<file path="config.mk">
export PLATFORM = sky130hd
export DESIGN_NAME = fifo_burst_ctrl_flat
export DESIGN_NICKNAME = d
export VERILOG_FILES = /design/src/rtl/fifo_burst_ctrl_if.sv /design/src/rtl/fifo_burst_ctrl.sv /design/src/flat_wrapper.sv
export SDC_FILE = /design/constraint.sdc
export NUM_CORES = 1
export LEC_CHECK = 0
export CORE_MARGIN = 2
export CORE_UTILIZATION = 46
export CTS_CLUSTER_DIAMETER = 40
export DETAILED_ROUTE_END_ITERATION = 10
export PLACE_DENSITY = 0.84
export SLEW_MARGIN = 5
export SYNTH_ARGS = -nofsm -noshare
export SYNTH_HDL_FRONTEND = slang
export SYNTH_SLANG_ARGS = --single-unit
</file>
<file path="constraint.sdc">
create_clock -name clk -period 4.05 [get_ports clk]
set_input_delay 0.81 -clock clk [delete_from_list [all_inputs] [get_ports clk]]
set_output_delay 0.81 -clock clk [all_outputs]
set_load 0.05 [all_outputs]
</file>
<file path="src/rtl/fifo_burst_ctrl_if.sv">
// Burst handshake and status bundle between the FIFO controller and its row producer/consumer.
// master drives the requests; slave is the controller.
`timescale 1ns/1ps

interface fifo_burst_ctrl_if #(
   parameter int ADDR_WIDTH = 4,
   parameter int LEN_WIDTH  = 3
);
   logic                  wr;
   logic [LEN_WIDTH-1:0]  wr_len;
   logic                  rd;
   logic [LEN_WIDTH-1:0]  rd_len;
   logic                  err_clr;
   logic                  wr_ack;
   logic                  rd_ack;
   logic [ADDR_WIDTH-1:0] w_addr;
   logic [ADDR_WIDTH-1:0] r_addr;
   logic [ADDR_WIDTH:0]   count;
   logic                  empty;
   logic                  full;
   logic                  almost_empty;
   logic                  almost_full;
   logic                  overflow;
   logic                  underflow;

   modport master (
      output wr, wr_len, rd, rd_len, err_clr,
      input  wr_ack, rd_ack, w_addr, r_addr, count,
             empty, full, almost_empty, almost_full, overflow, underflow
   );

   modport slave (
      input  wr, wr_len, rd, rd_len, err_clr,
      output wr_ack, rd_ack, w_addr, r_addr, count,
             empty, full, almost_empty, almost_full, overflow, underflow
   );
endinterface

</file>
<file path="src/rtl/fifo_burst_ctrl.sv">
// Circular-queue controller for burst-accessed register-file FIFOs: all-or-nothing bursts, occupancy and flags.
// Define FIFO_BURST_ERR_EN to build the sticky overflow/underflow error flags.
`timescale 1ns/1ps

module fifo_burst_ctrl #(
   parameter int ADDR_WIDTH = 4,
   parameter int MAX_BURST  = 4,
   parameter int LEN_WIDTH  = 3,
   parameter int AF_MARGIN  = 2,
   parameter int AE_MARGIN  = 2
) (
   input  logic               clk,
   input  logic               reset,
   fifo_burst_ctrl_if.slave   io_fifo
);

   localparam int DEPTH     = 1 << ADDR_WIDTH;
   localparam int CW        = ((ADDR_WIDTH + 1) > LEN_WIDTH ? (ADDR_WIDTH + 1) : LEN_WIDTH) + 1;
   localparam int AF_THRESH = (AF_MARGIN >= DEPTH) ? 0 : (DEPTH - AF_MARGIN);
   localparam int AE_THRESH = (AE_MARGIN > DEPTH) ? DEPTH : AE_MARGIN;

   logic [ADDR_WIDTH-1:0] r_wr_ptr;
   logic [ADDR_WIDTH-1:0] r_rd_ptr;
   logic [ADDR_WIDTH:0]   r_count;
   logic                  r_empty;
   logic                  r_full;
   logic                  r_almost_empty;
   logic                  r_almost_full;

   logic [CW-1:0] w_wr_len_x;
   logic [CW-1:0] w_rd_len_x;
   logic [CW-1:0] w_count_x;
   logic [CW-1:0] w_free_x;
   logic [CW-1:0] w_count_next;
   logic          w_wr_ack;
   logic          w_rd_ack;

   // Everything is widened to CW so DEPTH, count and lengths compare without truncation.
   assign w_wr_len_x = CW'(io_fifo.wr_len);
   assign w_rd_len_x = CW'(io_fifo.rd_len);
   assign w_count_x  = CW'(r_count);
   assign w_free_x   = CW'(DEPTH) - w_count_x;

   // Each ack looks only at its own request and the registered count, so rd never reaches wr_ack.
   assign w_wr_ack = io_fifo.wr && (w_wr_len_x != '0) &&
                     (w_wr_len_x <= CW'(MAX_BURST)) && (w_wr_len_x <= w_free_x);
   assign w_rd_ack = io_fifo.rd && (w_rd_len_x != '0) &&
                     (w_rd_len_x <= CW'(MAX_BURST)) && (w_rd_len_x <= w_count_x);

   assign w_count_next = w_count_x + (w_wr_ack ? w_wr_len_x : '0) - (w_rd_ack ? w_rd_len_x : '0);

   // NOTE: sequential state uses non-blocking assignments so every register samples pre-edge values.
   always_ff @(posedge clk) begin
      if (reset) begin
         r_wr_ptr       <= '0;
         r_rd_ptr       <= '0;
         r_count        <= '0;
         r_empty        <= 1'b1;
         r_full         <= 1'b0;
         r_almost_empty <= 1'b1;
         r_almost_full  <= (AF_THRESH == 0);
      end else begin
         if (w_wr_ack) r_wr_ptr <= r_wr_ptr + w_wr_len_x[ADDR_WIDTH-1:0];
         if (w_rd_ack) r_rd_ptr <= r_rd_ptr + w_rd_len_x[ADDR_WIDTH-1:0];
         r_count        <= w_count_next[ADDR_WIDTH:0];
         r_empty        <= (w_count_next == '0);
         r_full         <= (w_count_next == CW'(DEPTH));
         r_almost_empty <= (w_count_next <= CW'(AE_THRESH));
         r_almost_full  <= (w_count_next >= CW'(AF_THRESH));
      end
   end

   assign io_fifo.wr_ack       = w_wr_ack;
   assign io_fifo.rd_ack       = w_rd_ack;
   assign io_fifo.w_addr       = r_wr_ptr;
   assign io_fifo.r_addr       = r_rd_ptr;
   assign io_fifo.count        = r_count;
   assign io_fifo.empty        = r_empty;
   assign io_fifo.full         = r_full;
   assign io_fifo.almost_empty = r_almost_empty;
   assign io_fifo.almost_full  = r_almost_full;

`ifdef FIFO_BURST_ERR_EN
   logic r_overflow;
   logic r_underflow;

   // err_clr beats a same-cycle set so software never misses a clear.
   always_ff @(posedge clk) begin
      if (reset || io_fifo.err_clr) begin
         r_overflow  <= 1'b0;
         r_underflow <= 1'b0;
      end else begin
         if (io_fifo.wr && !w_wr_ack) r_overflow  <= 1'b1;
         if (io_fifo.rd && !w_rd_ack) r_underflow <= 1'b1;
      end
   end

   assign io_fifo.overflow  = r_overflow;
   assign io_fifo.underflow = r_underflow;
`else
   logic w_unused_err_clr;

   assign w_unused_err_clr  = io_fifo.err_clr;
   assign io_fifo.overflow  = 1'b0;
   assign io_fifo.underflow = 1'b0;
`endif

endmodule

</file>
<file path="src/flat_wrapper.sv">
// flat-port wrapper written by rule: the top's interface ports become plain ports
module fifo_burst_ctrl_flat 
#(
   parameter int ADDR_WIDTH = 4,
   parameter int MAX_BURST  = 4,
   parameter int LEN_WIDTH  = 3,
   parameter int AF_MARGIN  = 2,
   parameter int AE_MARGIN  = 2
)
  (clk, reset, io_fifo_wr, io_fifo_wr_len, io_fifo_rd, io_fifo_rd_len, io_fifo_err_clr, io_fifo_wr_ack, io_fifo_rd_ack, io_fifo_w_addr, io_fifo_r_addr, io_fifo_count, io_fifo_empty, io_fifo_full, io_fifo_almost_empty, io_fifo_almost_full, io_fifo_overflow, io_fifo_underflow);
  fifo_burst_ctrl_if #(.ADDR_WIDTH(ADDR_WIDTH), .LEN_WIDTH(LEN_WIDTH)) io_fifo_i ();
  input  logic clk;
  input  logic reset;
  input wire logic [$bits(io_fifo_i.wr)-1:0] io_fifo_wr;
  input wire logic [$bits(io_fifo_i.wr_len)-1:0] io_fifo_wr_len;
  input wire logic [$bits(io_fifo_i.rd)-1:0] io_fifo_rd;
  input wire logic [$bits(io_fifo_i.rd_len)-1:0] io_fifo_rd_len;
  input wire logic [$bits(io_fifo_i.err_clr)-1:0] io_fifo_err_clr;
  output wire logic [$bits(io_fifo_i.wr_ack)-1:0] io_fifo_wr_ack;
  output wire logic [$bits(io_fifo_i.rd_ack)-1:0] io_fifo_rd_ack;
  output wire logic [$bits(io_fifo_i.w_addr)-1:0] io_fifo_w_addr;
  output wire logic [$bits(io_fifo_i.r_addr)-1:0] io_fifo_r_addr;
  output wire logic [$bits(io_fifo_i.count)-1:0] io_fifo_count;
  output wire logic [$bits(io_fifo_i.empty)-1:0] io_fifo_empty;
  output wire logic [$bits(io_fifo_i.full)-1:0] io_fifo_full;
  output wire logic [$bits(io_fifo_i.almost_empty)-1:0] io_fifo_almost_empty;
  output wire logic [$bits(io_fifo_i.almost_full)-1:0] io_fifo_almost_full;
  output wire logic [$bits(io_fifo_i.overflow)-1:0] io_fifo_overflow;
  output wire logic [$bits(io_fifo_i.underflow)-1:0] io_fifo_underflow;
  assign io_fifo_i.wr = io_fifo_wr;
  assign io_fifo_i.wr_len = io_fifo_wr_len;
  assign io_fifo_i.rd = io_fifo_rd;
  assign io_fifo_i.rd_len = io_fifo_rd_len;
  assign io_fifo_i.err_clr = io_fifo_err_clr;
  assign io_fifo_wr_ack = io_fifo_i.wr_ack;
  assign io_fifo_rd_ack = io_fifo_i.rd_ack;
  assign io_fifo_w_addr = io_fifo_i.w_addr;
  assign io_fifo_r_addr = io_fifo_i.r_addr;
  assign io_fifo_count = io_fifo_i.count;
  assign io_fifo_empty = io_fifo_i.empty;
  assign io_fifo_full = io_fifo_i.full;
  assign io_fifo_almost_empty = io_fifo_i.almost_empty;
  assign io_fifo_almost_full = io_fifo_i.almost_full;
  assign io_fifo_overflow = io_fifo_i.overflow;
  assign io_fifo_underflow = io_fifo_i.underflow;
  fifo_burst_ctrl #(.ADDR_WIDTH(ADDR_WIDTH), .MAX_BURST(MAX_BURST), .LEN_WIDTH(LEN_WIDTH), .AF_MARGIN(AF_MARGIN), .AE_MARGIN(AE_MARGIN)) u_core (.clk(clk), .reset(reset), .io_fifo(io_fifo_i));
endmodule
</file>
==> results of run 1 <==
## placed cells by master, fill, tap and decap left out, types with 3 or more instances in the layout
cell	instances
buf_4	26
ha_4	3
clkbuf_4	3
a21oi_1	7
and2_1	3
a21o_1	3
nor2b_1	6
ha_1	17
o21ai_0	8
nor3_1	4
nand2_1	7
dfxtp_1	15
nand3_1	7
inv_1	18
nor2_1	11
xnor2_1	5
inv_2	3
fa_1	4
clkdlybuf4s50_1	24
## Yosys cell counts (all sizes together)
cell type / n
nor2: 12
or4: 2
a211o: 1
a31o: 1
nand2: 8
a31oi: 2
a41oi: 1
fa: 5
o211a: 3
mux2: 1
o21ai: 9
o2111a: 1
or2: 2
dfxtp: 17
a211oi: 2
a21o: 3
or3: 3
o221ai: 1
o21a: 1
a32oi: 1
a2bb2oi: 1
nor3: 5
and3: 2
nand2b: 1
conb: 1
nand3: 8
a21oi: 10
xnor2: 6
nand4b: 1
nand4: 2
inv: 21
nor2b: 6
and2: 3
o211ai: 1
ha: 21
xor2: 2
buf: 5
o311ai: 1
nor4: 2
nor3b: 1
## worst paths after layout
path,startpoint,end,slack [ns],cells after the start
worst max-delay path,io_fifo_rd_len[2],u_core.io_fifo.almost_full$_SDFF_PP0_,0.1,15
worst min-delay path,u_core.io_fifo.r_addr[0]$_SDFFE_PP0N_,u_core.io_fifo.r_addr[0]$_SDFFE_PP0N_,0.51,2
worst max register to register,u_core.io_fifo.count[0]$_SDFF_PP0_,u_core.io_fifo.almost_full$_SDFF_PP0_,0.29,16
worst min register to register,u_core.io_fifo.r_addr[0]$_SDFFE_PP0N_,u_core.io_fifo.r_addr[0]$_SDFFE_PP0N_,0.51,2
## flip-flops by register name, indices dropped and copies added (netlist names)
| register | flops |
|---|---|
| u_core.io_fifo.almost_empty | 1 |
| u_core.io_fifo.almost_full | 1 |
| u_core.io_fifo.count | 5 |
| u_core.io_fifo.empty | 1 |
| u_core.io_fifo.full | 1 |
| u_core.io_fifo.r_addr | 4 |
| u_core.io_fifo.w_addr | 4 |
## timing repair
action                     4_1_cts  5_1_grt
hold buffers                     0        0
buffers inserted                 0        0
setup endpoints to repair        2        4
resized for setup                1       10
pin swaps                        0        8
## kinds of logic (layout without fill, tap and decap cells)
kind of cell             after synthesis  count (layout)  share of synthesized area (%)
AO/OA/AOI/OAI                         39              39                           18.2
XOR/XNOR                               8               8                           4.70
adder cells (fa/ha/maj)               26              26                           24.3
buffers and inverters                 26              79                           7.64
flip-flops                            17              17                           22.8
multiplexers                           1               1                          0.756
other                                  1               2                          0.252
AND/OR/NAND/NOR                       58              58                           21.2
## metrics by stage
step,instances,cell area (µm²),TNS [ns]
2_1_floorplan,177,1570,0
3_5_place_dp,270,2070,-1.35
4_1_cts,274,2100,0
6_report,274,2150,0
5_1_grt,274,2150,-0.0189
3_3_place_gp,270,2070,-1.29
## cell type report
cell class              count  share of cell area [%]
clock buffers               3                    1.05
clock inverters             1                   0.233
inverters                  21                    3.67
multi-input cells         134                    53.4
flip-flops and latches     17                    16.2
well taps                  44                    2.56
repair buffers             54                    22.9
## routing by layer
metal,vias to the layer above,track usage [%]
li1,732,-
met1,707,30.4
met2,32,37.5
met3,7,1.28
met4,0,9.32
met5,-,0
## worst max-delay path: cells and delay by family
kind                     cells  cell delay, ns
adder cells (fa/ha/maj)      3            0.97
AND/OR/NAND/NOR              3            0.46
buffers and inverters        3            0.83
AO/OA/AOI/OAI                6            1.07
## power breakdown
| part | internal (mW) | switching, mW | leakage [nW] | total, mW |
|---|---|---|---|---|
| Sequential | 0.232 | 0.0577 | 0.142 | 0.290 |
| Combinational | 0.735 | 0.870 | 0.787 | 1.61 |
| Clock | 0.0369 | 0.0566 | 0.0177 | 0.0935 |
| Total | 1.00 | 0.984 | 0.947 | 1.99 |
==> key figures, run 1 <==
Timing
  – Endpoints failing hold: 0
  – Fmax: 253 MHz
  – Final period util: 97.6%
  – Hold_ws: 0.515 ns
  – Slew HR: 54.6%
  – Min cycle time layout: 3.95 ns
  – Slew Limit Fails: 0
  – Final worst slack: 0.0969 ns
  – Worst Clk Skew: 0.0106 ns
  – Worst-Margin Slew: 0.679 ns
  – Setup violations, final: 0

Cells and area
  – # nets final: 268
  – Area of the multi-input gates: 1150 µm²
  – ANT cells: 0
  – Area growth, synth to finish: 44.2%
  – Storage cell area: 348 µm²
  – Fin util: 69.8%
  – FILL cells: 238
  – Layout cells sized above 1: 26.1%

CTS
  – Clk Latency, worst-skew pair: 0.30 ns
  – CTS buffer count: 3
  – Clk sink count: 17
  – H-tree depth: 1
  – CTS tree: done
  – Clock Tree Buf Depth: 2
  – Clk slew on worst S/H paths: 0.11 ns
  – Root Buffer: clkbuf_4

Run
  – Number of max-cap violations: 0

Route
  – Drt first-iter violations: 44
  – Vias/cell: 5.39
  – Top sig layer: met4
  – Post-DR wirelength/cell: 13.8 µm
  – Post-Route WL: 3770 µm
  – Drt first pass iters: 4
  – Met3 Wirelength: 124 µm
  – Post-Route M1 WL: 1670 µm
  – DR WL met2: 1910 µm
  – Vias: 1478
  – # DRC: 0
  – Post-route ant nets: 0

GRT
  – First-pass GRT wire length: 6220 µm
  – Gr ovfl total: 0
  – Initial antenna violation count: 0
  – Largest net degree at the start of global routing: 20
  – Global Route Usage Sum: 22.5%
  – Vias in the first global route: 1430

Synthesis
  – Synth area leader: dfxtp_1
  – Cell area after synthesis: 1490 µm²
  – Area share of the leading cell type in the synthesized netlist: 22.8%
  – Main area contributors after synthesis: dfxtp_1 23%, ha_1 18%, fa_1 6.7%
  – Sequential area share after synthesis: 22.8%
  – Flop and latch count out of synthesis: 17
  – Syn avg cell area: 8.47 µm²
  – Post-synthesis cell count: 176
  – Synth cell types: 47
  – Ys Warns: 0

Placed design
  – IO buf count: 28
  – Detailed placement HPWL: 2980 µm
  – Worst slack, placed: -0.347 ns
  – Routability cong.: 0.871

Floorplan
  – Die Ht: 60.9 µm
  – Starting Density: 48.4%
  – Die W: 60.9 µm
  – CORE AREA: 3080 µm²
  – Total die area: 3710 µm²
  – Row count: 20
  – I/O pin count: 32

Setup path
  – CP max FO: 4
  – Worst EP required: 4.25 ns
  – CP arrival: 4.16 ns
  – Critical path capture point type: register
  – Worst setup path class: in -> reg
  – Worst path max stage delay: 0.54 ns
  – Crit path launch type: primary input
  – Crit path cell chain: clkdlybuf4s50_1, ha_4, o21a_1, o211a_1, buf_6, nor2_4, nand2_2, fa_1, ha_4, a21o_1, buf_4, a21oi_4, a32oi_1, o2111a_1, or2_2
  – CP most frequent cell: ha_4
  – CP max stage cell: fa_1

Pwr
  – Power per cell area: 925 nW/µm²
  – Peak supply drop: 0.624 mV
  – Power Total: 1.99 mW
  – Leakage: 0.947 nW

Outcome
  – Status: complete, no violations

Hold path
  – Worst Hold Class: reg -> reg
(Power assumes the default switching activity.)
==> run 2: changes to the inputs <==
Settings changed: CORE_UTILIZATION 46 to 50, CTS_CLUSTER_DIAMETER 40 to unset, PLACE_DENSITY 0.84 to 0.87.
Clock period 4.05 ns to 4.5 ns, I/O delays scaled along.
==> key figures, run 2 (same netlist as run 1, synthesis figures left out) <==
Outcome
  – Status: complete, no violations (unchanged)

Timing
  – Worst Clk Skew: 0.00809 ns (was 0.0106 ns)
  – Setup violations, final: 0 (unchanged)
  – Slew HR: 55.5% (was 54.6%)
  – Hold_ws: 0.532 ns (was 0.515 ns)
  – Worst-Margin Slew: 0.666 ns (was 0.679 ns)
  – Endpoints failing hold: 0 (unchanged)
  – Fin Setup TNS: 0 ns (unchanged)
  – Min cycle time layout: 4.35 ns
  – Final period util: 96.6%
  – Unrepaired setup endpoints after global routing: no
  – Fmax: 230 MHz
  – Final worst slack: 0.153 ns (was 0.0969 ns)
  – Slew Limit Fails: 0 (unchanged)

Setup path
  – Worst path max stage delay: 0.49 ns (was 0.54 ns)
  – FF-to-FF Start: u_core.io_fifo.count[0]$_SDFF_PP0_ (unchanged)
  – Crit path cell chain: clkdlybuf4s50_1, ha_1, nor2b_1, o21a_1, o211a_1, buf_4, nor3_1, ha_1, inv_1, ha_1, fa_1, a21o_1, a21oi_1, a32oi_1, o2111a_1, or2_2 (was clkdlybuf4s50_1, ha_4, o21a_1, o211a_1, buf_6, nor2_4, nand2_2, fa_1, ha_4, a21o_1, buf_4, a21oi_4, a32oi_1, o2111a_1, or2_2)
  – Reg-to-Reg End: u_core.io_fifo.almost_full$_SDFF_PP0_ (unchanged)
  – Worst setup path class: in -> reg (unchanged)
  – CP most frequent cell: ha_1 (was ha_4)
  – CP arrival: 4.54 ns (was 4.16 ns)
  – Worst Reg-to-Reg Cells: 16 (unchanged)
  – Worst EP required: 4.69 ns (was 4.25 ns)
  – R2r setup slk: 0.48 ns (was 0.29 ns)
  – Critical path capture point type: register (unchanged)
  – CP max FO: 4 (unchanged)
  – Crit path launch type: primary input (unchanged)
  – CP max stage cell: clkdlybuf4s50_1 (was fa_1)

Hold path
  – Min-delay src: u_core.io_fifo.r_addr[0]$_SDFFE_PP0N_ (unchanged)
  – Hold Path Depth: 2 (unchanged)
  – Worst hold endpoint: u_core.io_fifo.r_addr[0]$_SDFFE_PP0N_ (unchanged)
  – Worst Hold Class: reg -> reg (unchanged)

Cells and area
  – FILL cells: 217 (was 238)
  – # nets final: 260 (was 268)
  – Layout cells sized above 1: 15.8% (was 26.1%)
  – Commonest non-fill, non-tap cells in the layout: 27 x clkdlybuf4s50_1, 21 x inv_1, 21 x ha_1, 19 x buf_4, 15 x dfxtp_1 (was 26 x buf_4, 24 x clkdlybuf4s50_1, 18 x inv_1, 17 x ha_1, 15 x dfxtp_1)
  – ANT cells: 0 (unchanged)
  – Max FFs per register: 5 (unchanged)
  – Commonest non-fill, non-tap cell in the layout: clkdlybuf4s50_1 (was buf_4)
  – Area growth, synth to finish: 31.1% (was 44.2%)

Floorplan
  – Starting Density: 53.1% (was 48.4%)
  – Die W: 58.6 µm (was 60.9 µm)
  – Total die area: 3430 µm² (was 3710 µm²)
  – Die Ht: 58.6 µm (was 60.9 µm)
  – CORE AREA: 2810 µm² (was 3080 µm²)
  – I/O pin count: 32 (unchanged)
  – Row count: 19 (was 20)

Placed design
  – Detailed placement HPWL: 2830 µm (was 2980 µm)
  – Worst slack, placed: -0.148 ns (was -0.347 ns)
  – IO buf count: 28 (unchanged)
  – Routability cong.: 0.878 (was 0.871)

Route
  – Drt first-iter violations: 43 (was 44)
  – Post-Route WL: 3500 µm (was 3770 µm)
  – Post-DR wirelength/cell: 13.8 µm (about the same)
  – Vias/cell: 5.54 (was 5.39)
  – Post-route ant nets: 0 (unchanged)
  – Drt first pass iters: 4 (unchanged)
  – Vias: 1402 (was 1478)
  – # DRC: 0 (unchanged)

Pwr
  – Peak supply drop: 0.518 mV (was 0.624 mV)
  – Power Total: 1.55 mW (was 1.99 mW)
  – Power per cell area: 796 nW/µm² (was 925 nW/µm²)
  – Leakage: 0.871 nW (was 0.947 nW)

CTS
  – CTS buffer count: 3 (unchanged)
  – CTS tree: done (unchanged)
  – Clk sink count: 17 (unchanged)
  – H-tree depth: 1 (unchanged)
  – Post-cts sizing count: 0 (was 1)
  – Clock Tree Buf Depth: 2 (unchanged)
  – Hold_buf cts: 0 (unchanged)
  – Root Buffer: clkbuf_4 (unchanged)
  – Clk slew on worst S/H paths: 0.10 ns (was 0.11 ns)
  – Clk Latency, worst-skew pair: 0.30 ns (about the same)
  – Setup bufs post-CTS: 0 (unchanged)

GRT
  – Gr ovfl total: 0 (unchanged)
  – Initial antenna violation count: 0 (unchanged)
  – First-pass GRT wire length: 5890 µm (was 6220 µm)
  – Global Route Usage Sum: 22.6% (was 22.5%)
  – Vias in the first global route: 1352 (was 1430)
  – Largest net degree at the start of global routing: 20 (unchanged)

Run
  – Number of max-cap violations: 0 (unchanged)
run 2: cell types whose count changed in the layout (fill, tap and decap cells not counted), moves of 2 or more:
cell             before  now
clkdlybuf4s50_1      24   27
buf_4                26   19
dfxtp_2               0    2
dlymetal6s2s_1        2    0
a21oi_1               7    9
inv_2                 3    0
dfxtp_4               2    0
ha_4                  3    0
ha_1                 17   21
inv_1                18   21
run 2: worst max-delay path by stage:
stage / startpoint / to / slack, ns / cells past startpoint
floorplan: io_fifo_rd_len[1] / u_core.io_fifo.almost_full$_SDFF_PP0_ / 0.13 / 13
CTS: io_fifo_rd_len[1] / u_core.io_fifo.almost_full$_SDFF_PP0_ / 0.15 / 16
global route: io_fifo_rd_len[1] / u_core.io_fifo.almost_full$_SDFF_PP0_ / 0.02 / 16
detailed placement: io_fifo_rd_len[1] / u_core.io_fifo.almost_full$_SDFF_PP0_ / -0.15 / 16
global placement: io_fifo_rd_len[1] / u_core.io_fifo.almost_full$_SDFF_PP0_ / -0.009 / 16
finish: io_fifo_rd_len[1] / u_core.io_fifo.almost_full$_SDFF_PP0_ / 0.15 / 16
run 2: final cells by class:
cell class / instances / area, µm² / share of cell area (%)
repair buffers: 46 / 413 / 21.1
inverters: 21 / 78.8 / 4.04
clock buffers: 4 / 26.3 / 1.35
flip-flops and latches: 17 / 343 / 17.6
well taps: 31 / 38.8 / 1.99
multi-input cells: 134 / 1050 / 53.9
run 2: power by group:
group / switching (mW) / internal (mW) / total (mW) / leakage (nW)
Clock: 0.0519 / 0.0346 / 0.0865 / 0.0150
Combinational: 0.685 / 0.524 / 1.21 / 0.715
Sequential: 0.0513 / 0.207 / 0.258 / 0.141
run 2: through the flow:
stage	std cells	util, %	area, µm²
final	253	69.6	1950
after global routing	253	69.6	1950
after detailed placement	249	68.7	1930
after floorplan	177	-	1510
after global placement	249	68.7	1930
after CTS	253	69.6	1950
run 2: critical path: cells and delay by family:
kind	cells	cell delay (ns)
buf+inv	3	0.69
compound gates	6	1.26
fa+ha+maj	4	1.04
simple gates	3	0.67
run 2: routing by layer:
metal | vias to the layer above | GRT usage (%) | part of all wire (%)
met2 | 41 | 37.2 | 49
met5 | - | 0 | 0
met1 | 641 | 29.8 | 44
met3 | 7 | 3.52 | 5.5
li1 | 713 | - | -
met4 | 0 | 8.44 | 2.1
==> run 3: changes to the inputs <==
Settings changed: ABC_CLOCK_PERIOD_IN_PS set to 4500.
==> results of run 3 <==
No change in the layout: final DEF, timing and power equal those of run 2.
